File: src/rtl/hazard_scoreboard.sv
// Hazard unit with an MDU scoreboard for a five-stage pipeline.
// Forwards MEM/WB results into EX, stalls on load-use and on reads of
// registers still owed by the multi-cycle multiply/divide unit, flushes on
// taken branches, and counts decode-stall cycles.
module hazard_scoreboard #(
  parameter int REG_W   = 5,
  parameter int MDU_LAT = 4,
  parameter int CNT_W   = 16
) (
  input  logic             clk,
  input  logic             reset,
  input  logic [REG_W-1:0] rsD,
  input  logic [REG_W-1:0] rtD,
  input  logic             mdu_opD,
  input  logic [REG_W-1:0] rsE,
  input  logic [REG_W-1:0] rtE,
  input  logic [REG_W-1:0] writeregE,
  input  logic             regwriteE,
  input  logic             memtoregE,
  input  logic             mdu_startE,
  input  logic [REG_W-1:0] writeregM,
  input  logic             regwriteM,
  input  logic [REG_W-1:0] writeregW,
  input  logic             regwriteW,
  input  logic             pcsrcM,
  output logic [1:0]       forwardAE,
  output logic [1:0]       forwardBE,
  output logic             stallF,
  output logic             stallD,
  output logic             flushD,
  output logic             flushE,
  output logic             mdu_busy,
  output logic             mdu_wb,
  output logic [REG_W-1:0] mdu_wreg,
  output logic             proto_err,
  output logic [CNT_W-1:0] stall_cnt
);

  localparam int NREG = 2 ** REG_W;
  // MDU_LAT is at most 15, so MDU_LAT-1 always fits in four bits.
  localparam int LAT_W = 4;

  logic [NREG-1:0]  pending;
  logic [NREG-1:0]  pending_eff;
  logic [LAT_W-1:0] lat_cnt;
  logic             load_use;
  logic             sb_hazard;
  logic             start_ok;
  logic             start_bad;

  // MEM has priority over WB because it holds the younger result.
  function automatic logic [1:0] fwd_sel(input logic [REG_W-1:0] src);
    if (src != '0 && src == writeregM && regwriteM)      return 2'b10;
    else if (src != '0 && src == writeregW && regwriteW) return 2'b01;
    else                                                 return 2'b00;
  endfunction

  // Forwarding selects for both EX operands.
  always_comb begin
    forwardAE = fwd_sel(rsE);
    forwardBE = fwd_sel(rtE);
  end

  // Hazard detection and stall/flush arbitration; a taken branch wins.
  always_comb begin
    // NOTE: every signal gets a default first so no path can infer a latch.
    stallF      = 1'b0;
    stallD      = 1'b0;
    flushD      = 1'b0;
    flushE      = 1'b0;
    // The scoreboard reads as empty while reset is held.
    pending_eff = reset ? '0 : pending;
    load_use    = regwriteE && memtoregE && writeregE != '0 &&
                  (writeregE == rsD || writeregE == rtD);
    sb_hazard   = (rsD != '0 && pending_eff[rsD]) ||
                  (rtD != '0 && pending_eff[rtD]) ||
                  (mdu_opD && mdu_busy);
    if (pcsrcM) begin
      flushD = 1'b1;
      flushE = 1'b1;
    end else if (load_use || sb_hazard) begin
      stallF = 1'b1;
      stallD = 1'b1;
      flushE = 1'b1;
    end
  end

  assign start_ok  = mdu_startE && !pcsrcM && !mdu_busy;
  // A flushed start is discarded entirely, so it cannot be a violation.
  assign start_bad = mdu_startE && !pcsrcM && mdu_busy;
  assign mdu_wb    = mdu_busy && lat_cnt == '0;

  // Scoreboard, MDU latency counter, sticky error flag and stall counter.
  always_ff @(posedge clk) begin
    // NOTE: non-blocking assignments keep every flop sampling pre-edge values.
    if (reset) begin
      pending   <= '0;
      lat_cnt   <= '0;
      mdu_busy  <= 1'b0;
      mdu_wreg  <= '0;
      proto_err <= 1'b0;
      stall_cnt <= '0;
    end else begin
      if (mdu_busy) begin
        // The counter runs freely; pipeline stalls do not delay the MDU.
        if (lat_cnt == '0) begin
          mdu_busy           <= 1'b0;
          pending[mdu_wreg]  <= 1'b0;
        end else begin
          lat_cnt <= lat_cnt - 1'b1;
        end
      end else if (start_ok) begin
        mdu_busy <= 1'b1;
        lat_cnt  <= LAT_W'(MDU_LAT - 1);
        mdu_wreg <= writeregE;
        if (writeregE != '0) pending[writeregE] <= 1'b1;
      end
      if (start_bad) proto_err <= 1'b1;
      if (stallD && stall_cnt != '1) stall_cnt <= stall_cnt + 1'b1;
    end
  end

endmodule

File: config.mk
export PLATFORM = sky130hd
export DESIGN_NAME = hazard_scoreboard
export DESIGN_NICKNAME = d
export VERILOG_FILES = /design/src/rtl/hazard_scoreboard.sv
export SDC_FILE = /design/constraint.sdc
export NUM_CORES = 1
export LEC_CHECK = 0
export CORE_MARGIN = 10
export CORE_UTILIZATION = 38
export CTS_CLUSTER_SIZE = 16
export DETAILED_ROUTE_END_ITERATION = 16
export HOLD_SLACK_MARGIN = 0.08
export PLACE_DENSITY = 0.65
export SLEW_MARGIN = 20
export SYNTH_ARGS = -nofsm -noshare
export SYNTH_HDL_FRONTEND = slang
export SYNTH_SLANG_ARGS = --single-unit
File: constraint.sdc
create_clock -name clk -period 2.8 [get_ports clk]
set_input_delay 0.28 -clock clk [delete_from_list [all_inputs] [get_ports clk]]
set_output_delay 0.28 -clock clk [all_outputs]
set_load 0.005 [all_outputs]
* Yosys cells after proc, flatten, opt, wreduce, memory -nomap -nowiden
Cells that the tools add are included.
** Storage, ports and cells
- Flip-flop bits (word level) :: 59
- Word-level logic and storage cells :: 92
- Output and inout bits :: 32
- Bits of input ports :: 44
** Cells by class
- Magnitude comparators :: 6
- Add/sub/neg operators :: 2
- Muxes and demuxes :: 27
- Equal/unequal tests :: 9
- Bitwise operators :: 4
- Reductions and logical operators :: 38
** Operators with widths (number)
- two-way mux 32 bit :: 5
- AND 32 bit :: 1
- NOT 32 bit :: 1
- OR 32 bit :: 1
- equality test 5 bit :: 6
- nonzero test 5 bit :: 5
- < comparator 5 x 6 -> 1 bit, second input constant :: 4
- logical AND 1 bit :: 21
- adder 16 x 1 -> 16 bit, second input constant :: 1
- inequality test 16 bit, second input constant :: 1
- two-way mux 1 bit :: 13
- two-way mux 4 bit :: 3
- binary-select mux 1 bit (select 5 bit) :: 2
- demux 1 bit (select 5 bit) :: 2
- >= comparator 5 x 1 -> 1 bit, second input constant :: 2
- zero test 4 bit :: 1
- logical OR 1 bit :: 4
- two-way mux 2 bit :: 2
- AND reduction 2 bit :: 2
- nonzero test 2 bit :: 2
- subtractor 4 x 1 -> 4 bit, second input constant :: 1
- AND reduction 3 bit :: 1
- zero test 1 bit :: 2
- inequality test 2 x 1 -> 1 bit, second input constant :: 1
- other kinds (2) :: 2

* Logic depth before layout (Yosys ltp)
- Depth after elaboration :: 10
- Gate-level depth with buffers :: 10
- Mapped depth without buffers :: 9

* Worst setup path after synthesis
Ideal clock, no wire load.
- Path type :: input-to-output
- Start :: in rsD[0]
- End :: out stallF
- Arrival time :: 1999 ps
- Setup slack :: 521 ps
- Data required time :: 2520 ps
- Stages :: 9
- Buffers on the path :: 3
- Path through :: buf_6 -> mux4_2 -> a22oi_1 -> o32ai_1 -> a221oi_2 -> a41o_4 -> buf_4 -> inv_1 -> buf_4
** On the way
- Longest elaborated chain between the ends :: 8
- Elaborated cells on any way between the ends :: 12
- Those cells by class :: eq/ne (1); mux (4); reduce/logical (7)
** RTL lines
- from (decl) :: RTL line 12 : input logic [REG_W-1:0] rsD,
- binary-select mux 1 bit (select 5 bit) :: RTL line 75 : sb_hazard = (rsD != '0 && pending_eff[rsD]) ||
- two-way mux 1 bit (not written as such) :: RTL line 75
- logical AND 1 bit :: RTL line 75
- logical OR 1 bit :: RTL line 75
- logical OR 1 bit :: RTL line 76 : (rtD != '0 && pending_eff[rtD]) ||
- logical OR 1 bit * :: RTL line 81 : end else if (load_use || sb_hazard) begin
- two-way mux 1 bit * (2 in series)
- to (decl) :: RTL line 28 : output logic stallF,
Mark *: on every way between the ends. The rest lies on a longest branch, timed or not. The select of a mux whose other input is x is not followed.

* Worst setup path after layout
- Start :: reg pending[15]
- End :: out stallD
** On the way
- Longest elaborated chain between the ends :: 9
- Elaborated cells on any way between the ends :: 12
- Those cells by class :: mux (7); reduce/logical (5)
** RTL lines
- from (decl) :: RTL line 43 : logic [NREG-1:0] pending;
- from (signal assigned) :: RTL line 97 : pending <= '0;
- from (signal, indexed assignment) :: RTL line 108 : pending[mdu_wreg] <= 1'b0;
- from (signal, indexed assignment) :: RTL line 116 : if (writeregE != '0) pending[writeregE] <= 1'b1;
- two-way mux 32 bit * :: RTL line 72 : pending_eff = reset ? '0 : pending;
- binary-select mux 1 bit (select 5 bit), on equally long branches :: RTL line 75, 76
- two-way mux 1 bit, on equally long branches :: RTL line 75, 76
- logical AND 1 bit, on equally long branches :: RTL line 75, 76
- logical OR 1 bit * :: RTL line 75
- logical OR 1 bit * :: RTL line 76
- logical OR 1 bit * :: RTL line 81
- two-way mux 1 bit * :: RTL line 81
- two-way mux 1 bit * :: RTL line 78 : if (pcsrcM) begin
- to (decl) :: RTL line 29 : output logic stallD,
Marks and branches as above.

==> results.yml <==
logic_synthesis:
  yosysUniqueCellTypes: 63
  synth.area.top_cells: "dfxtp_1, xnor2_1, a21oi_1"
  synth_seq_area_share: 0.3076
  synth_edf_count: 0
  synthXorXnorAreaFrac: 0.07193
  syn_nets: 506
  yosysTopAreaCell: "dfxtp_1"
  synth_top_family_by_area: "simple AND/OR/NAND/NOR gates"
  syn_avg_cell_area_sq_um: 8.224
  synth_simple_gate_area_frac: 0.2632
  async_flop_share: 0
  yosysWarnings: 0
  ys_ff_latch: 58
  synth-adder-area-share: 0.009944
  syn_inst: 459
  synth_top_area_frac: 0.3076
  synth_compound_area_frac: 0.1707
  synth-main-ff-cell: "dfxtp_1"
  synthMuxAreaShare: 0.1090
  syn_area_sq_um: 3775
  yosys-top-cells-count: "dfxtp_1, nand2_1, a21oi_1"
  synth.most_common_cell: "dfxtp_1"
critical_path:
  r2r-start: "pending[2]"
  crit_start: "pending[15]"
  required_ns: 2.52
  endpoint_kind: "output pin"
  crit_family: "compound AO/OA/AOI/OAI gates"
  cp_slowest_cell: "mux4_2"
  crit_type: "register to output pin"
  critPathBufInv: 3
  crit_path_max_fanout: 3
  critPathMaxStageDelay_ns: 0.50
  worstPathCellList: "mux4_2 > a22oi_1 > o32ai_1 > a221oi_2 > buf_4 > a41o_4 > inv_1 > dlygate4sd2_1"
  start_kind: "register"
  arrival_ns: 2.43
clock_tree:
  clock_latency_ns: 0.34
  clockBufferDepth: 2
  cts_tree: "yes"
  htreeDepth: 3
  cts_buffers: 9
  clock_sinks: 58
  ctsRootBufferMaster: "clkbuf_8"
  clk_pin_slew_ns: 0.06
global_route:
  grt_max_degree: 63
  grt.total_usage: 0.1627
  antenna_found_initial: 0
  overflow: 0
  grt_pass1_vias: 3735
  grt_pass1_wl_um: 19290
finish:
  fin_cells: 687
  fin_area_sq_um: 4926
  synthToLayoutAreaGrowth_pct: 30.49
  drive_gt1_frac: 0.1498
  fin_nets: 597
  antenna_cells: 0
  post-route-util: 0.5063
power:
  peakVddDrop_mv: 0.1558
  p_per_area_nw_per_um2: 377.8
  p_leak_nw: 1.713
floorplanning:
  die_h_um: 119.7
  die_area_sq_um: 14320
  rows: 36
  io_pins: 76
  dieWidth_um: 119.7
  start_util: 0.3880
  core_area_sq_um: 9729
sta:
  fin_crit_ns: 2.709
  setup_viol: 0
  slew_headroom: 0.5667
  rsz0062_at_grt: "false"
  fin_setup_tns_ns: 0
  max_freq_mhz: 369.1
  period_share: 0.9676
  hold_viol: 0
  clock_skew_ns: 0.005956
  worst_pin_slew_ns: 0.6499
  slew_violations: 0
  whs_ns: 0.4887
routing:
  ant_nets: 0
  via_per_inst: 5.549
  dr.pass1.iters: 4
  vias: 3812
  drtIter0Drc: 436
  drc: 0
  wl_per_cell_um: 17.07
  routed_wl_um: 11730
placement:
  dp.cells: 668
  port_buffers: 75
  place.gp.congestion: 0.8863
  dp_hpwl_um: 9013
  placed_cell_area_sq_um: 4736
hold_path:
  min-delay-path-class: "register to register"
  hp-start: "proto_err"
flow_run:
  cap_violations: 0
run_status:
  status: "completed"
-- cell type report --
cell class	count	area [sq um]
Timing Repair Buffer	113	1037
Clock inverter	4	20.02
Sequential cell	58	1161
Tap cell	133	166.4
Fill cell	956	4803
Inverter	13	48.80
Multi-Input combinational cell	355	2361
Clock buffer	11	131.4
-- where the power goes --
part           internal (mW)  switching (mW)
sequential             0.839          0.0234
combinational          0.194           0.174
clock                  0.310           0.320
-- sequential cells by signal, summed over array words and instances (netlist names) --
name	cells
pending	31
mdu_wreg	5
mdu_busy	1
stall_cnt	16
lat_cnt	4
proto_err	1
-- worst paths after layout --
path / to / slack [ns] / cells past startpoint
min: proto_err / 0.49 / 2
min reg2reg: proto_err / 0.49 / 2
max reg2reg: stall_cnt[15] / 0.31 / 9
max: stallD / 0.09 / 8
-- logic make-up after synthesis --
logic type,Yosys count
xor gates and xnor gates,31
buffers and inverters,46
DFF,58
adders and majority gates,3
muxes,26
AOI/OAI and AO/OA,106
and+or+nand+nor,189
-- stage by stage --
step / setup slack (ns) / power (mW)
2_1_floorplan: 0.5207 / 1.077
3_3_place_gp: -0.2762 / 1.238
3_5_place_dp: -0.3656 / 1.245
4_1_cts: 0.008372 / 1.870
5_1_grt: 0.01970 / 1.949
6_report: 0.09073 / 1.861
-- worst register-to-register path, stage by stage (launching register included) --
cell and delay [ns]:
dfxtp_1 0.44, mux2_1 0.19, a221oi_2 0.07, o32ai_1 0.38, a221oi_2 0.07, buf_4 0.16, a41o_4 0.21, buf_4 0.16
nor4_1 0.32, mux2_2 0.37
-- layout by cell type, fill, tap and decap left out, types with 13 or more instances in the layout --
master	count
a21oi_1	45
buf_4	37
clkdlybuf4s50_1	65
dfxtp_1	58
inv_1	13
nand2_1	46
nand3_1	14
nor2_1	34
nor3_1	20
o21ai_0	30
xnor2_1	26
-- per-layer routing --
layer / global-route usage / vias to the layer above / part of all wire
met5: 0 / - / 0
met4: 0.05279 / 0 / 0.016
met3: 0.04688 / 16 / 0.081
met2: 0.2576 / 130 / 0.46
met1: 0.2083 / 1822 / 0.44
li1: - / 1844 / -
-- what timing repair did --
action                     4_1_cts  5_1_grt
pin swaps                        2        1
cloned                           0        0
gates resized for setup         10        4
hold buffers                     0        0
buffers inserted                 4        0
setup endpoints to repair        4        3
No activity file was read; power rests on OpenSTA's default activity.
